$ cat config.mk
export PLATFORM = sky130hd
export DESIGN_NAME = bias_ram_loader
export DESIGN_NICKNAME = d
export VERILOG_FILES = /design/src/rtl/bias_ram_loader.sv
export SDC_FILE = /design/constraint.sdc
export NUM_CORES = 1
export LEC_CHECK = 0
export BUFFER_PORTS_ARGS = -buffer_cell sky130_fd_sc_hd__buf_2
export CELL_PAD_IN_SITES_DETAIL_PLACEMENT = 1
export CELL_PAD_IN_SITES_GLOBAL_PLACEMENT = 1
export CORE_MARGIN = 4
export CORE_UTILIZATION = 30
export CTS_CLUSTER_SIZE = 20
export DETAILED_ROUTE_END_ITERATION = 8
export GPL_ROUTABILITY_DRIVEN = 0
export GPL_TIMING_DRIVEN = 0
export HOLD_SLACK_MARGIN = 0.02
export PLACE_DENSITY = 0.71
export SYNTH_ARGS = -nofsm -noshare
export SYNTH_HDL_FRONTEND = slang
export SYNTH_SLANG_ARGS = --single-unit
$ cat constraint.sdc
create_clock -name i_clk -period 6.32 [get_ports i_clk]
set_input_delay 1.264 -clock i_clk [delete_from_list [all_inputs] [get_ports i_clk]]
set_output_delay 1.264 -clock i_clk [all_outputs]
set_load 0.02 [all_outputs]
$ cat src/rtl/bias_ram_loader.sv
// Bias RAM write-side loader: fills a contiguous block of bias words from a valid/ready stream.
// Optional running checksum of written words is built only when BIAS_LOAD_CHKSUM_EN is defined.
module bias_ram_loader #(
    parameter int ADDR_WIDTH = 8,
    parameter int DATA_WIDTH = 16
) (
    input  logic                  i_clk,
    input  logic                  i_rst,
    input  logic                  i_load_start,
    input  logic [ADDR_WIDTH-1:0] i_addr_start_b,
    input  logic [7:0]            i_output_layers,
    input  logic                  i_calc_en,
    input  logic [DATA_WIDTH-1:0] i_dat,
    input  logic                  i_dat_vld,
    output logic                  o_dat_rdy,
    output logic                  o_ram_wr_en,
    output logic [ADDR_WIDTH-1:0] o_ram_addr,
    output logic [DATA_WIDTH-1:0] o_ram_wr_dat,
    output logic                  o_busy,
    output logic                  o_done,
    output logic                  o_err,
    output logic [DATA_WIDTH-1:0] o_chksum
);
    localparam int DEPTH = 1 << ADDR_WIDTH;

    typedef enum logic [1:0] {IDLE, LOAD, DONE} state_t;

    state_t                state, state_nxt;
    logic [ADDR_WIDTH-1:0] start_addr;
    logic [7:0]            count;
    logic [7:0]            beat_cnt;
    logic                  accept;
    logic                  start_ok;
    logic                  last;
    logic                  wrap;

    assign accept   = i_dat_vld && o_dat_rdy;
    // calc_en has priority over a simultaneous start request
    assign start_ok = (state == IDLE) && i_load_start && !i_calc_en;
    assign last     = (beat_cnt == count - 8'd1);
    assign wrap     = (int'(i_addr_start_b) + int'(i_output_layers)) > DEPTH;

    always_ff @(posedge i_clk) begin
        if (i_rst) state <= IDLE;
        else       state <= state_nxt;
    end

    always_comb begin
        state_nxt = state;
        case (state)
            IDLE: if (start_ok) state_nxt = (i_output_layers == 8'd0) ? DONE : LOAD;
            LOAD: begin
                if (i_calc_en)           state_nxt = IDLE;
                else if (accept && last) state_nxt = DONE;
            end
            DONE:    state_nxt = IDLE;
            default: state_nxt = IDLE;
        endcase
    end

    always_comb begin
        o_dat_rdy = (state == LOAD);
        o_busy    = (state != IDLE);
        o_done    = (state == DONE) && !i_calc_en;
    end

    always_ff @(posedge i_clk) begin
        if (i_rst) begin
            start_addr   <= '0;
            count        <= '0;
            beat_cnt     <= '0;
            o_ram_wr_en  <= 1'b0;
            o_ram_addr   <= '0;
            o_ram_wr_dat <= '0;
            o_err        <= 1'b0;
        end else begin
            o_ram_wr_en <= accept;
            if (accept) begin
                o_ram_addr   <= start_addr + ADDR_WIDTH'(beat_cnt);
                o_ram_wr_dat <= i_dat;
                if (!last) beat_cnt <= beat_cnt + 8'd1;
            end
            if (start_ok) begin
                start_addr <= i_addr_start_b;
                count      <= i_output_layers;
                beat_cnt   <= '0;
                o_err      <= wrap;
            end else if (i_calc_en && state != IDLE) begin
                o_err <= 1'b1;
            end
        end
    end

`ifdef BIAS_LOAD_CHKSUM_EN
    // Accumulates on acceptance so the sum lands together with the write strobe
    always_ff @(posedge i_clk) begin
        if (i_rst || start_ok) o_chksum <= '0;
        else if (accept)       o_chksum <= o_chksum + i_dat;
    end
`else
    assign o_chksum = '0;
`endif

endmodule

# After elaboration in Yosys (flattened, before gate mapping)
# Cells that the tools add are included.
dict set report classes {
  reduce_logical 14
  muxes 7
  n_addsub 4
  bitwise_logic 1
  n_eq_ne 5
  magnitude_cmp 1
  multipliers 0
  shift 0
  div_mod_pow 0
}
# cell n
set op_table {}
lappend op_table {{$add A8 B8 Y9} 1}
lappend op_table {{$gt A9 B9 Y1 const B} 1}
lappend op_table {{$add A8 B1 Y8 const B} 1}
lappend op_table {{$add A8 B8 Y8} 1}
lappend op_table {{$eq A8 B8 Y1} 1}
lappend op_table {{$logic_not A8 Y1} 1}
lappend op_table {{$mux W2} 4}
lappend op_table {{$sub A8 B1 Y8 const B} 1}
lappend op_table {{$logic_and A1 B1 Y1} 6}
lappend op_table {{$pmux W2 S2} 1}
lappend op_table {{$reduce_and A2 Y1} 2}
lappend op_table {{$reduce_bool A2 Y1} 2}
lappend op_table {{$ne A3 B2 Y1 const B} 1}
lappend op_table {{$eq A2 B1 Y1 const B} 1}
lappend op_table {{$eq A2 B2 Y1 const B} 1}
lappend op_table {{$logic_not A2 Y1} 1}
lappend op_table {{$mux W1} 2}
lappend op_table {{$ne A2 B2 Y1 const B} 1}
lappend op_table {{$reduce_or A2 Y1} 1}
lappend op_table {{$logic_not A1 Y1} 1}
lappend op_table {{$not A1 Y1} 1}
dict set report word_totals {
  rom_bits 0
  reg_bits 52
  output_inout_bits 45
  word_cells 40
  ram_bits 0
  mem_count 0
  latchBits 0
  inputBits 37
}

# Logic depth before layout (Yosys ltp)
# Gate-level depths: netlist of run 1.
dict set report depth {
  word_depth 6
  depth_mapped 9
  depth_no_buf 9
}

# Least setup slack after synthesis of run 1
# Ideal clock, no wire load.
dict set report synth_path {
  path_type {input to output}
  startpoint {input i_calc_en}
  endpoint {output o_done}
  arrival_time_ps 1782
  path_buffers 0
  t_required_ps 5056
  slack_ps 3274
  stages 1
  path_cell_list {nor3b_1}
}
dict set report synth_between {
  elab_chain_len 2
}
# element line
set synth_rtl {}
lappend synth_rtl {{from (decl)} 12} ;# input logic i_calc_en,
lappend synth_rtl {{$logic_not A1 Y1} 64} ;# o_done = (state == DONE) && !i_calc_en;
lappend synth_rtl {{$logic_and A1 B1 Y1} 64}
lappend synth_rtl {{to (decl)} 20} ;# output logic o_done,
# Every way passes these cells.

# Worst setup path in the final report of run 1
# Ends and elaborated chain as after synthesis.

==> impl_metrics.yaml, run 1 <==
run_status:
  status: "complete, no violations"
synth:
  synth-seq-cells: 52
  synth_common_cells: "72 x nand2_1, 52 x dfxtp_1, 51 x a21oi_1"
  ys_async_sr_fraction_pct: 0
  syn_avg_cell_area_um2: 8.11
  syn_area_um2: 3030
  ys_seq_area_share_pct: 34.3
  yosys.area.top_type_share_pct: 34.3
  yosysMostFrequentCell: "nand2_1"
  postSynthCellCount: 374
  ys_warn_count: 0
  synth_top_area_cell: "dfxtp_1"
  synthTopCellsByArea: "dfxtp_1 34%, nand2_1 8.9%, a21oi_1 8.4%"
  synth_edf_count: 0
  synth-main-ff-cell: "dfxtp_1"
  yosys.cell_types.count: 60
clocking:
  clk_pin_slew_ns: 0.10
  clock_path_buffers: 2
  cts_tree: "done"
  ctsHtreeMaxLevel: 2
  cts_hold_buf: 0
  cts-root-buf: "clkbuf_8"
  cts.repair.resized: 0
  clkLatencyLatePin_ns: 0.31
  clock_sinks: 52
  cts_setup_buffers: 0
  cts_buffers: 5
floorplanning:
  core_um2: 9820
  die_h_um: 109
  initial_utilization_pct: 30.9
  io_pins: 82
  rows: 36
  die_w_um: 109
  die_area_um2: 11800
flow_run:
  max_cap_violations: 0
hold_path:
  hold_class: "flop to flop"
routing:
  drt-pass1-iter-count: 4
  drtIter0Drc: 112
  viasPerCell: 4.87
  antenna_left: 0
  routed_wirelength_mm: 8.92
  wl_per_cell_um: 15.0
  drc_errors: 0
  vias: 2896
pwr:
  leakage_uw: 0.00156
  irDropWorstVdd_mv: 0.0767
  power.density_nw_per_um2: 198
  power_uw: 734
setup_path:
  critPathMaxFanout: 5
  cpPeakStageDelay_ns: 0.19
  path_cells: "buf_2 -> nor3b_1 -> buf_2"
  worstSetupPathType: "primary input to output port"
  critPathCaptureType: "output port"
  crit_path_top_delay_cell: "buf_2"
  cp-start-kind: "primary input"
  crit_arrival_ns: 1.75
  cp.required_ns: 5.06
  critPathMostFrequentCell: "buf_2"
timing:
  setup_tns_ns: 0
  period_share_pct: 47.7
  period_needed_ns: 3.02
  maxSlewHeadroom_pct: 36.0
  hold_viol: 0
  rsz0062_at_grt: "no"
  fmax_mhz: 331
  setup_slack_ns: 3.30
  setup_viol: 0
  tightest_slew_ns: 0.957
  slew_viol_final: 0
  finClkSkew_ns: 0.0141
final_layout:
  drive_gt1_share_pct: 22.7
  fin_cells: 595
  antenna_cells: 0
  nets: 517
  area_growth_pct: 22.1
grt:
  track_usage_pct: 15.8
  grt_pass1_wl_mm: 14.9
  grt_pass1_vias: 2963
  antenna_found_initial: 0
  grt_max_degree: 17
  grt_overflow: 0
placed_design:
  place_hpwl_mm: 7.20
  dp.cells: 587
  port_buffers: 65
  pre_cts_ws_ns: 3.14
## where the power goes
group | internal (uW) | switching (uW)
sequential | 338 | 8.95
combinational | 57.2 | 85.2
clock | 130 | 116
total | 524 | 210
## cells by family after synthesis
| kind of cell | after synthesis | share of synthesized area (%) |
|---|---|---|
| xor+xnor | 14 | 4.29 |
| flops | 52 | 34.3 |
| other cells | 1 | 0.124 |
| buf+inv | 48 | 8.21 |
| compound gates | 102 | 22.5 |
| simple gates | 137 | 21.9 |
| mux | 1 | 0.330 |
| fa+ha+maj | 19 | 8.34 |
## through the flow
stage               utilization [%]  instance area (um^2)  hold slack, ns
finish                         37.7                  3700           0.460
global route                   37.7                  3700           0.479
CTS                            37.7                  3700           0.464
detailed placement             36.5                  3580           0.448
global placement               36.5                  3580           0.441
floorplan                         -                  3090           0.441
## critical path, delay by kind of cell
family | cells | cell delay, ns
buffers and inverters | 2 | 0.32
AND/OR/NAND/NOR | 1 | 0.17
## per-layer routing
metal	wire length [um]	GRT usage, %	vias up
met4	97	3.61	0
met5	0	0	-
met1	3960	20.4	1376
met3	300	2.33	8
li1	-	-	1455
met2	4560	27.8	57
## sequential cells by signal, summed over array words and instances (netlist names)
name	cells
o_ram_wr_dat	16
beat_cnt	8
count	8
o_ram_addr	8
start_addr	8
state	2
o_err	1
o_ram_wr_en	1
## final timing paths
check	startpoint	slack, ns	end	cells after the start
worst min register to register	o_ram_wr_dat[10]	0.46	o_ram_wr_dat[10]	2
worst max-delay path	i_calc_en	3.30	o_done	3
worst min-delay path	o_ram_wr_dat[10]	0.46	o_ram_wr_dat[10]	2
worst max register to register	count[0]	3.93	state[1]	9
## area by class of cell
class,instances,area (um^2)
clock buffers,6,82.6
plain buffers,33,193
fillers,1302,6120
well taps,133,166
repair buffers,65,325
inverters,15,56.3
flip-flops and latches,52,1040
multi-input cells,289,1800
clock inverters,2,38.8
## layout by cell type (no fill, tap or decap), types with 8 or more instances in the layout
cell	synthesis	routed
inv_1	15	15
nand3_1	8	8
nor2_1	15	15
dfxtp_1	52	52
buf_2	1	66
buf_4	16	16
clkbuf_1	14	14
a21oi_1	51	51
ha_1	17	17
conb_1	1	16
nand2_1	72	72
nor3_1	9	9
Note: power is estimated with default switching activity, not from simulation.
==> run 2: changes to the inputs <==
Settings changed: PLACE_DENSITY 0.71 to 0.74.
Clock period 6.32 ns to 2.5 ns, I/O delays scaled along.
==> run 2 against run 1 <==
  * Power increased by 150%
  * Global-route usage decreased by 0.25 points
  * Utilization about the same
  * Non-clock buffer count unchanged
  * Largest cell class unchanged
  * Critical path type is now flop to flop
  * Worst hold slack got worse by 0.048 ns
  * Clock skew decreased by 0.0073 ns
==> impl_metrics.yaml, run 2 (synthesized netlist as in run 1, its figures left out) <==
run_status:
  status: "complete, no violations"
routing:
  wl_per_cell_um: 14.9
  routed_wirelength_mm: 8.87
  drtIter0Drc: 96
  viasPerCell: 4.88
  drc_errors: 0
  drt-pass1-iter-count: 4
  vias: 2901
  antenna_left: 0
grt:
  grt_overflow: 0
  grt_use_met1_pct: 19.3
  antenna_found_initial: 0
  met2_usage_pct: 27.6
  grt_max_degree: 17
  grt_pass1_vias: 2960
  track_usage_pct: 15.6
  grtUsageMet3_pct: 2.33
  grt_pass1_wl_mm: 14.5
  grt_busiest_layer: "met2"
placed_design:
  dp.cells: 587
  place_hpwl_mm: 7.05
  placed_area_um2: 3580
  port_buffers: 65
hold_path:
  hold_class: "primary input to flop"
final_layout:
  largest_register_ff_count: 16
  antenna_cells: 0
  drive_gt1_share_pct: 23.2
  final_common_cell: "nand2_1"
  regMostFlops: "o_ram_wr_dat"
  layout_common_cells: "72 x nand2_1, 66 x buf_2, 51 x a21oi_1, 51 x dfxtp_1, 17 x ha_1"
  stdcell_area_um2: 3700
  fillers: 1272
  fin_cells: 595
  nets: 517
  area_growth_pct: 22.0
timing:
  slew_viol_final: 0
  period_share_pct: 93.6
  period_needed_ns: 2.34
  finClkSkew_ns: 0.00688
  setup_viol: 0
  maxSlewHeadroom_pct: 37.4
  setup_tns_ns: 0
  tightest_slew_ns: 0.936
  holdWs_ns: 0.411
  fmax_mhz: 427
  hold_viol: 0
clocking:
  clkLatencyLatePin_ns: 0.31
  cts_buffers: 5
  cts_tree: "done"
  clock_path_buffers: 2
  cts-root-buf: "clkbuf_8"
  clock_sinks: 52
  cts_hold_buf: 0
  clk_pin_slew_ns: 0.10
  ctsHtreeMaxLevel: 2
floorplanning:
  die_h_um: 109
  die_w_um: 109
  initial_utilization_pct: 30.9
  rows: 36
  die_area_um2: 11800
  io_pins: 82
  core_um2: 9820
setup_path:
  cp.required_ns: 2.71
  crit_arrival_ns: 2.55
  worstSetupPathType: "flop to flop"
  critPathMaxFanout: 6
  critPathCaptureType: "flop"
  cp-start-kind: "flop"
pwr:
  irDropWorstVdd_mv: 0.204
  power.density_nw_per_um2: 492
  leakage_uw: 0.00155
flow_run:
  max_cap_violations: 0
## run 2: critical path: stages, from the launching register on
cell	delay, ns
dfxtp_1	0.48
ha_1	0.29
a21o_1	0.17
a21oi_1	0.24
o21ai_0	0.17
a2111oi_2	0.45
o31ai_1	0.15
a311oi_1	0.29
## run 2: worst paths after layout
path	start	endpoint	slack [ns]	cells after the start
max reg2reg	beat_cnt[1]	o_ram_addr[7]	0.16	7
max	beat_cnt[1]	o_ram_addr[7]	0.16	7
min	i_dat[10]	o_ram_wr_dat[10]	0.41	3
min reg2reg	o_ram_addr[3]	o_ram_addr[3]	0.46	2
## run 2: area by class of cell
type | instances | area (um^2) | area share [%]
clock buffers | 5 | 68.8 | 1.86
inverters | 15 | 56.3 | 1.52
repair buffers | 65 | 325 | 8.80
plain buffers | 33 | 193 | 5.21
flip-flops and latches | 52 | 1040 | 28.2
clock inverters | 3 | 42.5 | 1.15
well taps | 133 | 166 | 4.50
multi-input cells | 289 | 1800 | 48.8
## run 2: metrics by stage
stage               utilization, %  setup WS (ns)  total power (uW)
global placement              36.5         0.0373              1240
finish                        37.7          0.160              1820
floorplan                        -          0.457              1140
detailed placement            36.5       -0.00171              1250
global route                  37.7       -0.00120              1910
CTS                           37.6         0.0535              1830
## run 2: what timing repair did
action                                  4_1_cts  5_1_grt
endpoints found under the setup margin        1        2
resized for setup                             1        2
setup buffers                                 0        0
## run 2: where the power goes
| part | internal, uW | switching (uW) |
|---|---|---|
| registers | 853 | 23.3 |
| clock network | 297 | 287 |
| logic | 144 | 214 |
| total | 1290 | 524 |
## run 2: routing by layer
layer	up-vias	part of all wire (%)
met3	11	2.7
met4	0	1.8
met2	48	51
met5	-	0
met1	1387	45
li1	1455	-
==> run 3: changes to the inputs <==
Settings changed: PLACE_DENSITY 0.74 to 0.71, RECOVER_POWER set to 25, REMOVE_ABC_BUFFERS set to 1.
Clock period 2.5 ns to 2.3 ns, I/O delays scaled along.
==> run 3 against run 2 <==
  * Utilization is 1.2 points lower
  * Power grew 8.3%
  * Critical path depth shrank 1
  * Die area stayed put
  * First-iteration DRC count shrank 21%
  * Largest power group unchanged
  * Critical path type unchanged
  * Fmax rose by 7.9%
  * Global-route usage decreased by 1.5 points
==> impl_metrics.yaml, run 3 (synthesized netlist as in run 1, its figures left out) <==
run_status:
  status: "complete, no violations"
grt:
  grt_max_degree: 48
  antenna_found_initial: 0
  track_usage_pct: 14.0
  grt_pass1_wl_mm: 13.4
  grt_pass1_vias: 2861
  grt_overflow: 0
final_layout:
  drive_gt1_share_pct: 19.1
  antenna_cells: 0
  nets: 489
  regMostFlops: "o_ram_wr_dat"
  largest_register_ff_count: 16
  area_growth_pct: 18.0
  final_common_cell: "nand2_1"
  layout_common_cells: "71 x nand2_1, 50 x a21oi_1, 47 x dfxtp_1"
  final_util_pct: 36.4
routing:
  viasPerCell: 5.04
  antenna_left: 0
  drt-pass1-iter-count: 4
  vias: 2855
  drc_errors: 0
  routed_wirelength_mm: 8.35
  wl_per_cell_um: 14.7
  drtIter0Drc: 76
floorplanning:
  die_area_um2: 11800
  core_um2: 9820
  die_w_um: 109
  initial_utilization_pct: 30.9
  io_pins: 82
  die_h_um: 109
  rows: 36
clocking:
  ctsHtreeMaxLevel: 2
  clk_pin_slew_ns: 0.10
  cts-root-buf: "clkbuf_8"
  clock_sinks: 52
  clkLatencyLatePin_ns: 0.30
  cts_tree: "done"
  clock_path_buffers: 2
  cts_buffers: 5
flow_run:
  max_cap_violations: 0
placed_design:
  pre_cts_ws_ns: -0.483
  place_hpwl_mm: 6.20
  port_buffers: 65
timing:
  tightest_slew_ns: 0.831
  holdWs_ns: 0.380
  rsz0062_at_grt: "no"
  setup_viol: 0
  hold_viol: 0
  setup_slack_ns: 0.132
  period_needed_ns: 2.17
  finClkSkew_ns: 0.0108
  maxSlewHeadroom_pct: 44.6
  slew_viol_final: 0
  period_share_pct: 94.3
  fmax_mhz: 461
pwr:
  leakage_uw: 0.00140
  irDropWorstVdd_mv: 0.364
  power_uw: 1970
  power.density_nw_per_um2: 550
setup_path:
  critPathCaptureType: "flop"
  cp.required_ns: 2.52
  cp-start-kind: "flop"
  crit_arrival_ns: 2.39
  worstSetupPathType: "flop to flop"
  critPathMaxFanout: 7
hold_path:
  hold_class: "primary input to flop"
run 3: layout make-up:
class | count | area (um^2)
clock buffer | 5 | 68.8
timing repair buffer | 69 | 332
fill | 1242 | 6240
clock inverter | 3 | 46.3
sequential | 52 | 1050
inverter | 15 | 56.3
tap | 133 | 166
multi-input combinational | 290 | 1860
run 3: through the flow:
stage          TNS (ns)  std cells  cell area, um^2
6_report              0        567             3580
3_3_place_gp      -1.98        554             3390
3_5_place_dp      -2.61        554             3390
2_1_floorplan   -0.0267        356             2900
4_1_cts        -0.00131        564             3550
5_1_grt               0        567             3580
run 3: final timing paths:
kind | from | end | slack (ns) | cells past startpoint
max | count[2] | state[1] | 0.13 | 6
min | i_dat[2] | o_ram_wr_dat[2] | 0.38 | 3
max reg2reg | count[2] | state[1] | 0.13 | 6
min reg2reg | o_ram_wr_dat[14] | o_ram_wr_dat[14] | 0.46 | 2
run 3: repair_timing:
item / 4_1_cts / 5_1_grt
pin swaps: 1 / 4
resized for setup: 7 / 9
setup endpoints to repair: 14 / 23
hold buffers: 0 / 0
gates cloned: 1 / 0
setup buffers: 1 / 3
run 3: worst max-delay path: stages, from the launching register on:
cell and delay, ns:
dfxtp_1 0.55, nor3_1 0.12, a21o_2 0.25, a2111oi_4 0.44
o2111a_2 0.38, a21boi_2 0.11, nor4b_2 0.24
run 3: power breakdown:
| part | internal (uW) | total (uW) | switching (uW) |
|---|---|---|---|
| sequential | 928 | 954 | 26.3 |
| clock | 328 | 640 | 312 |
| combinational | 141 | 374 | 233 |
| total | 1400 | 1970 | 571 |
run 3: metal layers:
layer	share of wire, %	track usage (%)
met5	0	0
met3	6.7	2.75
met1	45	18.0
met2	47	24.3
met4	0.97	3.07
